File: src/rtl/shift_rotate_seq.sv
// Multi-cycle shift/rotate engine: one bit position per clock, valid/ready on both sides.
// Same 3-bit opcode set as the combinational shift unit, plus an explicit amount.
module shift_rotate_seq #(
  parameter int WIDTH = 8,
  parameter int AMT_W = 3
) (
  input  logic             clk,
  input  logic             rst,
  input  logic             in_valid,
  output logic             in_ready,
  input  logic [WIDTH-1:0] data_in,
  input  logic [2:0]       op,
  input  logic [AMT_W-1:0] amount,
  output logic             out_valid,
  input  logic             out_ready,
  output logic [WIDTH-1:0] result,
  output logic             busy
);

  // Handshake rule on both ports: a transfer happens on a rising edge where valid and
  // ready are both high; valid holds its payload stable until that edge.
  typedef enum logic [1:0] {IDLE, SHIFT, DONE} state_t;

  state_t           state;
  logic [WIDTH-1:0] work;
  logic [2:0]       op_q;
  logic [AMT_W-1:0] count;
  logic [WIDTH-1:0] next_work;

  function automatic logic [WIDTH-1:0] step1(input logic [2:0] o, input logic [WIDTH-1:0] v);
    case (o)
      3'b001, 3'b011: step1 = {v[WIDTH-2:0], 1'b0};
      3'b010:         step1 = {1'b0, v[WIDTH-1:1]};
      3'b100:         step1 = {v[WIDTH-1], v[WIDTH-1:1]};
      3'b101:         step1 = {v[WIDTH-2:0], v[WIDTH-1]};
      3'b110:         step1 = {v[0], v[WIDTH-1:1]};
      default:        step1 = v;
    endcase
  endfunction

  assign next_work = step1(op_q, work);
  assign in_ready  = (state == IDLE) && !rst;
  assign busy      = (state != IDLE);

  always_ff @(posedge clk) begin
    if (rst) begin
      state     <= IDLE;
      result    <= '0;
      out_valid <= 1'b0;
      count     <= '0;
      work      <= '0;
      op_q      <= '0;
    end else begin
      case (state)
        IDLE: begin
          if (in_valid) begin
            op_q <= op;
            // Pass, clear and zero-distance requests need no shifting steps.
            if (op == 3'b000 || op == 3'b111 || amount == '0) begin
              result    <= (op == 3'b111) ? '0 : data_in;
              out_valid <= 1'b1;
              state     <= DONE;
            end else begin
              work  <= data_in;
              count <= amount;
              state <= SHIFT;
            end
          end
        end
        SHIFT: begin
          work  <= next_work;
          count <= count - AMT_W'(1);
          if (count == AMT_W'(1)) begin
            result    <= next_work;
            out_valid <= 1'b1;
            state     <= DONE;
          end
        end
        DONE: begin
          if (out_ready) begin
            out_valid <= 1'b0;
            state     <= IDLE;
          end
        end
        default: state <= IDLE;
      endcase
    end
  end

endmodule
File: config.mk
export PLATFORM = sky130hd
export DESIGN_NAME = shift_rotate_seq
export DESIGN_NICKNAME = d
export VERILOG_FILES = /design/src/rtl/shift_rotate_seq.sv
export SDC_FILE = /design/constraint.sdc
export NUM_CORES = 1
export LEC_CHECK = 0
export BUFFER_PORTS_ARGS = -buffer_cell sky130_fd_sc_hd__buf_4
export CORE_ASPECT_RATIO = 1.25
export CORE_MARGIN = 3
export CORE_UTILIZATION = 28
export DETAILED_ROUTE_END_ITERATION = 12
export PLACE_DENSITY = 0.56
export SLEW_MARGIN = 20
export SYNTH_ARGS = -nofsm -noshare
export SYNTH_HDL_FRONTEND = slang
export SYNTH_SLANG_ARGS = --single-unit
File: constraint.sdc
create_clock -name clk -period 1.45 [get_ports clk]
set_input_delay 0.29 -clock clk [delete_from_list [all_inputs] [get_ports clk]]
set_output_delay 0.29 -clock clk [all_outputs]
set_load 0.01 [all_outputs]
### After elaboration in Yosys (flattened, before gate mapping)

Cells that the tools add are included.

| operators by class | value |
|---|---|
| add/sub/neg operators | 1 |
| multipliers | 0 |
| div/mod/pow operators | 0 |
| $lt $le $gt $ge | 0 |
| equality and inequality tests | 15 |
| shifts and indexed selects | 0 |
| muxes and demuxes | 22 |
| bitwise logic cells | 0 |
| reduce and logical (&&, ||, !) cells | 16 |

Operators by type and width:

| operator | count |
|---|---|
| $mux 8 | 6 |
| $pmux 8 s5 | 1 |
| $pmux 8 s2 | 2 |
| $eq 3x3->1 const B | 4 |
| $mux 2 | 4 |
| $ne 2x2->1 const B | 4 |
| $eq 3x1->1 const B | 2 |
| $eq 3x2->1 const B | 2 |
| $logic_not 3->1 | 2 |
| $mux 3 | 2 |
| $pmux 2 s3 | 1 |
| $pmux 3 s2 | 1 |
| $reduce_and 3->1 | 2 |
| $reduce_and 5->1 | 1 |
| $mux 1 | 4 |
| $reduce_and 4->1 | 1 |
| $reduce_bool 2->1 | 2 |
| $pmux 1 s3 | 1 |
| $reduce_bool 3->1 | 1 |
| $sub 3x1->3 const B | 1 |
| $eq 2x1->1 const B | 1 |
| $eq 2x2->1 const B | 1 |
| $logic_not 2->1 | 1 |
| $logic_or 1x1->1 | 2 |
| 5 further kinds | 5 |

| storage, ports and cells | value |
|---|---|
| bits in registers | 25 |
| latch bits | 0 |
| bits in writable memories | 0 |
| bits in read-only memories | 0 |
| input port bits | 18 |
| output and inout bits | 11 |
| memories | 0 |

### Longest topological paths before layout

Gate-level depths: netlist of run 1.

| depth | value |
|---|---|
| word-level depth | 6 |
| depth in mapped cells | 7 |

### Worst setup path before layout of run 1

No wires, ideal clock.

| timing path | value |
|---|---|
| path type | reg-to-reg |
| start point | register count[1] |
| end point | register result[1] |
| data arrival time | 1.416 ns |
| data required time | 1.359 ns |
| setup slack | -0.057 ns |
| stages on the path, launching flop included | 8 |
| path buffers | 1 |
| period minus slack after synthesis | 1.507 ns |
| cell sequence | dfxtp_1 inv_1 ha_1 nand3b_1 nand4_2 and2_1 buf_2 a311oi_1 |

| between the ends | value |
|---|---|
| cells in the longest elaborated chain, start to end | 3 |

RTL lines:

| element | RTL line | source |
|---|---|---|
| from (decl) | 27 | `logic [AMT_W-1:0] count;` |
| from (signal assigned) | 65 | `count <= amount;` |
| from (signal assigned) | 72 | `count <= count - AMT_W'(1);` |
| $eq 3x1->1 | 73 | `if (count == AMT_W'(1)) begin` |
| $ne 2x2->1 (no line) | n/a |  |
| $reduce_and 4->1 (no line) | n/a |  |
| to (signal assigned) | 60 | `result <= (op == 3'b111) ? '0 : data_in;` |
| to (signal assigned) | 74 | `result <= next_work;` |
| to (decl) | 16 | `output logic [WIDTH-1:0] result,` |

Every way passes these cells.
A chain may end at the register's enable or synchronous reset.

### Worst setup path after layout of run 1

| timing path | value |
|---|---|
| start point | register state[1] |
| end point | register result[0] |

| between the ends | value |
|---|---|
| cells in the longest elaborated chain, start to end | 3 |

RTL lines:

| element | RTL line | source |
|---|---|---|
| from (decl) | 24 | `state_t state;` |
| from (signal assigned) | 47 | `state <= IDLE;` |
| from (signal assigned) | 62 | `state <= DONE;` |
| from (signal assigned) | 66 | `state <= SHIFT;` |
| $eq 2x1->1 or $logic_not 2->1 (tied branches) | 54 | `case (state)` |
| $ne 2x2->1 (no line) (tied with other cells) | n/a |  |
| $reduce_and 4->1 (no line) | n/a |  |

Several ways; a longest one is shown, not always the timed one.

==> impl_metrics.py, run 1 <==
metrics = {
    "outcome": {
        "status": "complete, but fails checks",
        "violations": "setup timing",
    },
    "floorplanning": {
        "num_io_pins": 29,
        "initial_core_util_pct": 29.9,
        "dieHeight_um": 89.5,
        "row_count": 29,
        "core_area_mm2": 0.00523,
        "dieArea_mm2": 0.00651,
        "die_w_um": 72.8,
    },
    "synthesis": {
        "synth.top_cell.area_share_pct": 32.1,
        "synth_fp_nets": 195,
        "yosysUniqueCellTypes": 47,
        "netlist_top_cells_area": "dfxtp_1 32%, a311oi_2 8.7%, mux2i_1 6.4%, nand2_1 4.6%, a311oi_1 4.5%",
        "yosysSeqAreaShare_pct": 32.1,
        "avgSynthCellArea_um2": 8.92,
        "syn_inst": 175,
        "synthArstFlopShare_pct": 0,
        "yosys_warnings": 0,
        "synth_edf_count": 0,
        "synth_common_cells": "25 x dfxtp_1, 19 x nand2_1, 16 x nor2_1",
        "synth.most_common_cell": "dfxtp_1",
        "ys_ff_latch": 25,
        "ys.flop_type": "dfxtp_1",
        "yosys.area.top_type": "dfxtp_1",
        "synth_area_mm2": 0.00156,
    },
    "critical_path": {
        "arrival_ns": 1.69,
        "endpoint_kind": "flip-flop",
        "critPathTopFamily": "simple AND/OR/NAND/NOR gates",
        "critPathSlowestCell": "or4_4",
        "max_stage_delay_ns": 0.53,
        "crit_type": "reg -> reg",
        "crit_chain": "buf_6 > nand2b_4 > or4_4 > a311oi_2",
        "required_ns": 1.64,
        "cp_max_fo": 4,
        "crit-reg2reg-launch": "state[1]",
        "crit_path_start_kind": "flip-flop",
        "cp_num_buf_inv": 1,
        "critPathLaunch": "state[1]",
    },
    "timing": {
        "post-route-period-util_pct": 103,
        "fmax_ghz": 0.668,
        "fin_ws_ns": -0.0480,
        "hold_violations": 0,
        "tightest_slew_ns": 0.331,
        "skew_ns": 0.00790,
        "whs_ns": 0.244,
        "final.min_clock_period_ns": 1.50,
        "setup_viol": 8,
        "max_slew_margin_pct": 77.9,
        "grt_setup_unrepaired": "yes",
        "drv_slew": 0,
    },
    "clock_network": {
        "clk_path_buf_depth": 2,
        "cts_tree": "built",
        "root_buffer": "clkbuf_8",
        "clkSinkCount": 25,
        "numCtsBuffers": 3,
        "clock_latency_ns": 0.28,
        "h-tree-depth": 1,
        "path_clk_slew_ns": 0.09,
    },
    "placement": {
        "dp_cells": 290,
        "port_buffers": 28,
        "dpl.hpwl_mm": 3.30,
        "place_congestion": 0.816,
    },
    "power": {
        "power_switching_uw": 718,
        "clkPwrFrac_pct": 20.0,
        "fin_total_pwr_uw": 2160,
        "pwr-share-comb_pct": 40.5,
        "p_sw_share_pct": 33.3,
        "p_int_uw": 1440,
        "irDropWorstVdd_mv": 0.351,
        "p_per_area_mw_per_mm2": 922,
        "power_frac_seq_pct": 39.5,
        "p_leak_uw": 0.000991,
    },
    "grt": {
        "grt_max_degree": 19,
        "grt_usage_pct": 14.2,
        "grt_pass1_vias": 1574,
        "grt_pass1_wl_mm": 7.27,
        "grt-ovfl-total": 0,
        "antenna_found_initial": 0,
    },
    "route": {
        "vias": 1561,
        "drc": 0,
        "first_iter_violations": 96,
        "drtAntennaViolNets": 0,
        "wire_per_inst_um": 15.1,
        "totalWireLength_mm": 4.54,
        "drtPass1Iterations": 4,
        "via_per_inst": 5.19,
    },
    "cells_and_area": {
        "stdcell_count": 301,
        "num-fill-cells": 541,
        "syn2layout_area_growth_pct": 49.9,
        "multi_input_area_mm2": 0.00106,
        "diodes": 0,
        "nets": 260,
        "seqCellArea_um2": 522,
        "fin_util_pct": 44.8,
        "drive_above_1_share_pct": 51.0,
    },
    "worst_hold_path": {
        "hold_path.class": "in -> reg",
        "min-delay-start": "rst",
    },
    "run": {
        "drv_cap": 0,
    },
}
stage by stage:
step	worst slack, ns	area (um2)	setup TNS (ns)
final	-0.0480	2340	-0.188
after global routing	-0.144	2340	-1.47
after CTS	-0.0660	2250	-0.297
after detailed placement	-0.160	2090	-1.95
after global placement	-0.131	2090	-1.67
after floorplan	-0.0291	1610	-0.0960
worst paths after layout:
check	endpoint	slack, ns	depth (start not counted)
max	result[0]	-0.05	4
min	state[1]	0.24	2
max reg2reg	result[0]	-0.05	4
min reg2reg	out_valid	0.47	2
registers in the layout, indices dropped and copies added, names as in the netlist:
register,cells
work,8
count,3
state,2
result,8
op_q,3
out_valid,1
logic make-up (layout without fill, tap and decap cells):
kind of cell / after synthesis / after routing / share of synthesized area [%]
flops: 25 / 25 / 32.1
compound gates: 49 / 49 / 27.0
buf+inv: 16 / 80 / 6.49
mux: 10 / 10 / 6.42
simple gates: 72 / 72 / 25.8
fa+ha+maj: 2 / 2 / 1.60
xor+xnor: 1 / 1 / 0.561
worst reg2reg max path, delay by kind of cell, from the launching register on:
kind	cells	cell delay, ns
simple gates	2	0.68
buf+inv	1	0.13
compound gates	1	0.24
flops	1	0.36
cells in the final DEF (no fill, tap or decap), drive strengths merged, types with 2 or more instances in the layout:
| master | synthesis | final |
|---|---|---|
| o21ai | 3 | 3 |
| or3 | 4 | 4 |
| nand3b | 3 | 3 |
| nand4 | 3 | 3 |
| o211ai | 2 | 2 |
| o22a | 3 | 3 |
| clkbuf | 3 | 4 |
| dfxtp | 25 | 25 |
| inv | 3 | 3 |
| a221oi | 2 | 2 |
| a211oi | 3 | 3 |
| nand3 | 5 | 5 |
| a311oi | 17 | 17 |
| nand2b | 5 | 5 |
| and2 | 2 | 2 |
| nor2b | 3 | 3 |
| or2 | 2 | 2 |
| nand2 | 20 | 20 |
| mux2i | 10 | 10 |
| nor2 | 17 | 17 |
| a21oi | 14 | 14 |
| and3b | 3 | 3 |
| ha | 2 | 2 |
| buf | 10 | 73 |
what timing repair did:
action	4_1_cts	5_1_grt
setup endpoints to repair	18	19
pin swaps	16	16
cloned	0	1
hold buffers	0	0
setup buffers	5	2
gates resized for setup	28	17
per-layer routing:
layer	vias to the layer above	GRT usage, %	share of wire (%)	routed length (um)
li1	780	-	-	-
met1	746	17.3	44	1980
met2	29	25.1	51	2300
met3	6	2.70	4.1	186
met4	0	4.53	1.7	76
met5	-	0	0	0
power groups by stage:
stage	registers (uW)	logic, uW	clock network, uW
global placement	863	749	0
finish	851	874	431
global route	861	950	475
CTS	849	824	451
detailed placement	864	756	0
floorplan	852	471	0
cell type report:
class                      instances  area share [%]
inverter                           3           0.482
timing repair buffer              73            26.7
clock buffer                       4            1.93
tap                               62            3.32
sequential                        25            22.3
multi-input combinational        134            45.3
(Power assumes the default switching activity.)
==> inputs of run 2 (changes only) <==
--- a/config.mk
+++ b/config.mk
@@ -5,10 +5,12 @@
 export SDC_FILE = /design/constraint.sdc
 export NUM_CORES = 1
 export LEC_CHECK = 0
+export ABC_CLOCK_PERIOD_IN_PS = 1450
 export BUFFER_PORTS_ARGS = -buffer_cell sky130_fd_sc_hd__buf_4
 export CORE_ASPECT_RATIO = 1.25
 export CORE_MARGIN = 3
 export CORE_UTILIZATION = 28
+export CTS_BUF_LIST = sky130_fd_sc_hd__clkbuf_16
 export DETAILED_ROUTE_END_ITERATION = 12
 export PLACE_DENSITY = 0.56
 export SLEW_MARGIN = 20
==> impl_metrics.py, run 2 (synthesis results as in run 1) <==
metrics = {
    "outcome": {
        "status": "complete, but fails checks",
        "violations": "setup timing",
    },
    "clock_network": {
        "path_clk_slew_ns": 0.07,
        "root_buffer": "clkbuf_16",
        "cts_tree": "built",
        "clkSinkCount": 25,
        "clock_latency_ns": 0.26,
        "h-tree-depth": 1,
        "ctsHoldBuffers": 0,
        "numCtsBuffers": 3,
        "clk_path_buf_depth": 2,
    },
    "grt": {
        "grt-ovfl-total": 0,
        "grt_max_degree": 19,
        "antenna_found_initial": 0,
        "grt_usage_pct": 14.4,
        "grt_pass1_wl_mm": 7.36,
        "grt_pass1_vias": 1607,
    },
    "timing": {
        "finalSetupTns_ns": -0.115,
        "post-route-period-util_pct": 103,
        "tightest_slew_ns": 0.351,
        "fin_ws_ns": -0.0502,
        "setup_viol": 3,
        "grt_setup_unrepaired": "yes",
        "max_slew_margin_pct": 76.5,
        "fmax_ghz": 0.667,
        "skew_ns": 0.00419,
        "final.min_clock_period_ns": 1.50,
        "hold_violations": 0,
        "drv_slew": 0,
    },
    "critical_path": {
        "required_ns": 1.63,
        "critPathLaunch": "state[1]",
        "crit_chain": "buf_6 > nand2b_4 > or4_4 > a311oi_2",
        "crit_path_start_kind": "flip-flop",
        "r2r_cells": 4,
        "crit_type": "reg -> reg",
        "endpoint": "work[0]",
        "crit-reg2reg-launch": "state[1]",
        "max_stage_delay_ns": 0.54,
        "arrival_ns": 1.68,
        "cp_num_buf_inv": 1,
        "rrSetupSlack_ns": -0.05,
        "cp_max_fo": 4,
        "endpoint_kind": "flip-flop",
        "crit_cells": 4,
        "r2r_end": "work[0]",
        "critPathTopFamily": "simple AND/OR/NAND/NOR gates",
        "critPathSlowestCell": "or4_4",
    },
    "cells_and_area": {
        "drive_above_1_share_pct": 54.8,
        "mostFrequentLayoutCell": "buf_4",
        "reg_top3": "result (8), work (8)",
        "fin_util_pct": 46.2,
        "stdcell_area_mm2": 0.00241,
        "num-fill-cells": 530,
        "multi_input_area_mm2": 0.00109,
        "diodes": 0,
        "seqCellArea_um2": 520,
        "nets": 262,
        "syn2layout_area_growth_pct": 54.8,
        "stdcell_count": 303,
        "layout_common_cells": "59 x buf_4, 19 x nand2_1, 17 x dfxtp_1",
    },
    "route": {
        "first_iter_violations": 114,
        "via_per_inst": 5.18,
        "drc": 0,
        "vias": 1570,
        "wire_per_inst_um": 15.1,
        "drtPass1Iterations": 4,
        "totalWireLength_mm": 4.57,
        "drtAntennaViolNets": 0,
    },
    "placement": {
        "dpl.hpwl_mm": 3.30,
        "dp_cells": 290,
        "place_ws_ns": -0.160,
        "place_area_mm2": 0.00209,
        "place_congestion": 0.816,
        "port_buffers": 28,
    },
    "power": {
        "p_per_area_mw_per_mm2": 985,
        "irDropWorstVdd_mv": 0.733,
        "p_leak_uw": 0.00103,
    },
    "worst_hold_path": {
        "hold_path.class": "in -> reg",
    },
    "run": {
        "drv_cap": 0,
    },
    "floorplanning": {
        "die_w_um": 72.8,
        "dieHeight_um": 89.5,
        "core_area_mm2": 0.00523,
        "dieArea_mm2": 0.00651,
        "row_count": 29,
        "num_io_pins": 29,
        "initial_core_util_pct": 29.9,
    },
}
==> run 2: cell types whose count changed in the layout (fill, tap and decap cells not counted), sizes merged <==
cell    previous run  this run
clkbuf             4         3
inv                3         4
buf               73        75
==> run 2: worst min path at each step <==
stage	start	end	cells past startpoint
final	rst	state[1]	2
after global routing	rst	state[1]	2
after CTS	rst	state[1]	2
after detailed placement	out_valid	out_valid	2
after global placement	out_valid	out_valid	2
after floorplan	op[0]	op_q[0]	2
==> run 2: final cells by class <==
cell class	instances	share of cell area, %
inverters	3	0.466
well taps	62	3.21
flip-flops and latches	25	21.6
multi-input cells	134	45.2
clock inverters	1	0.155
clock buffers	3	3.11
repair buffers	75	26.3
==> run 2: stage by stage <==
| stage | total power (uW) | hold slack (ns) |
|---|---|---|
| after floorplan | 1320 | 0.437 |
| after global placement | 1610 | 0.451 |
| after detailed placement | 1620 | 0.451 |
| after CTS | 2350 | 0.267 |
| after global routing | 2510 | 0.277 |
| final | 2380 | 0.268 |
==> run 2: report_power, final <==
part	switching, uW	leakage (uW)	internal (uW)
logic	416	0.000775	490
registers	86.5	0.000210	768
clock network	249	0.0000423	369
total	751	0.00103	1630
==> run 2: timing repair <==
item / in CTS / in global routing
pin swaps: 16 / 18
gates cloned: 1 / 0
endpoints found under the setup margin: 18 / 20
hold endpoints to repair: 0 / 0
gates resized for setup: 34 / 17
buffers inserted: 6 / 3
==> run 2: layer usage <==
layer / wire (um) / vias to the layer above / track usage [%] / part of all wire (%)
li1: - / 785 / - / -
met1: 2010 / 743 / 17.1 / 44
met2: 2290 / 35 / 25.6 / 50
met3: 205 / 7 / 3.49 / 4.5
met4: 68 / 0 / 4.19 / 1.5
met5: 0 / - / 0 / 0
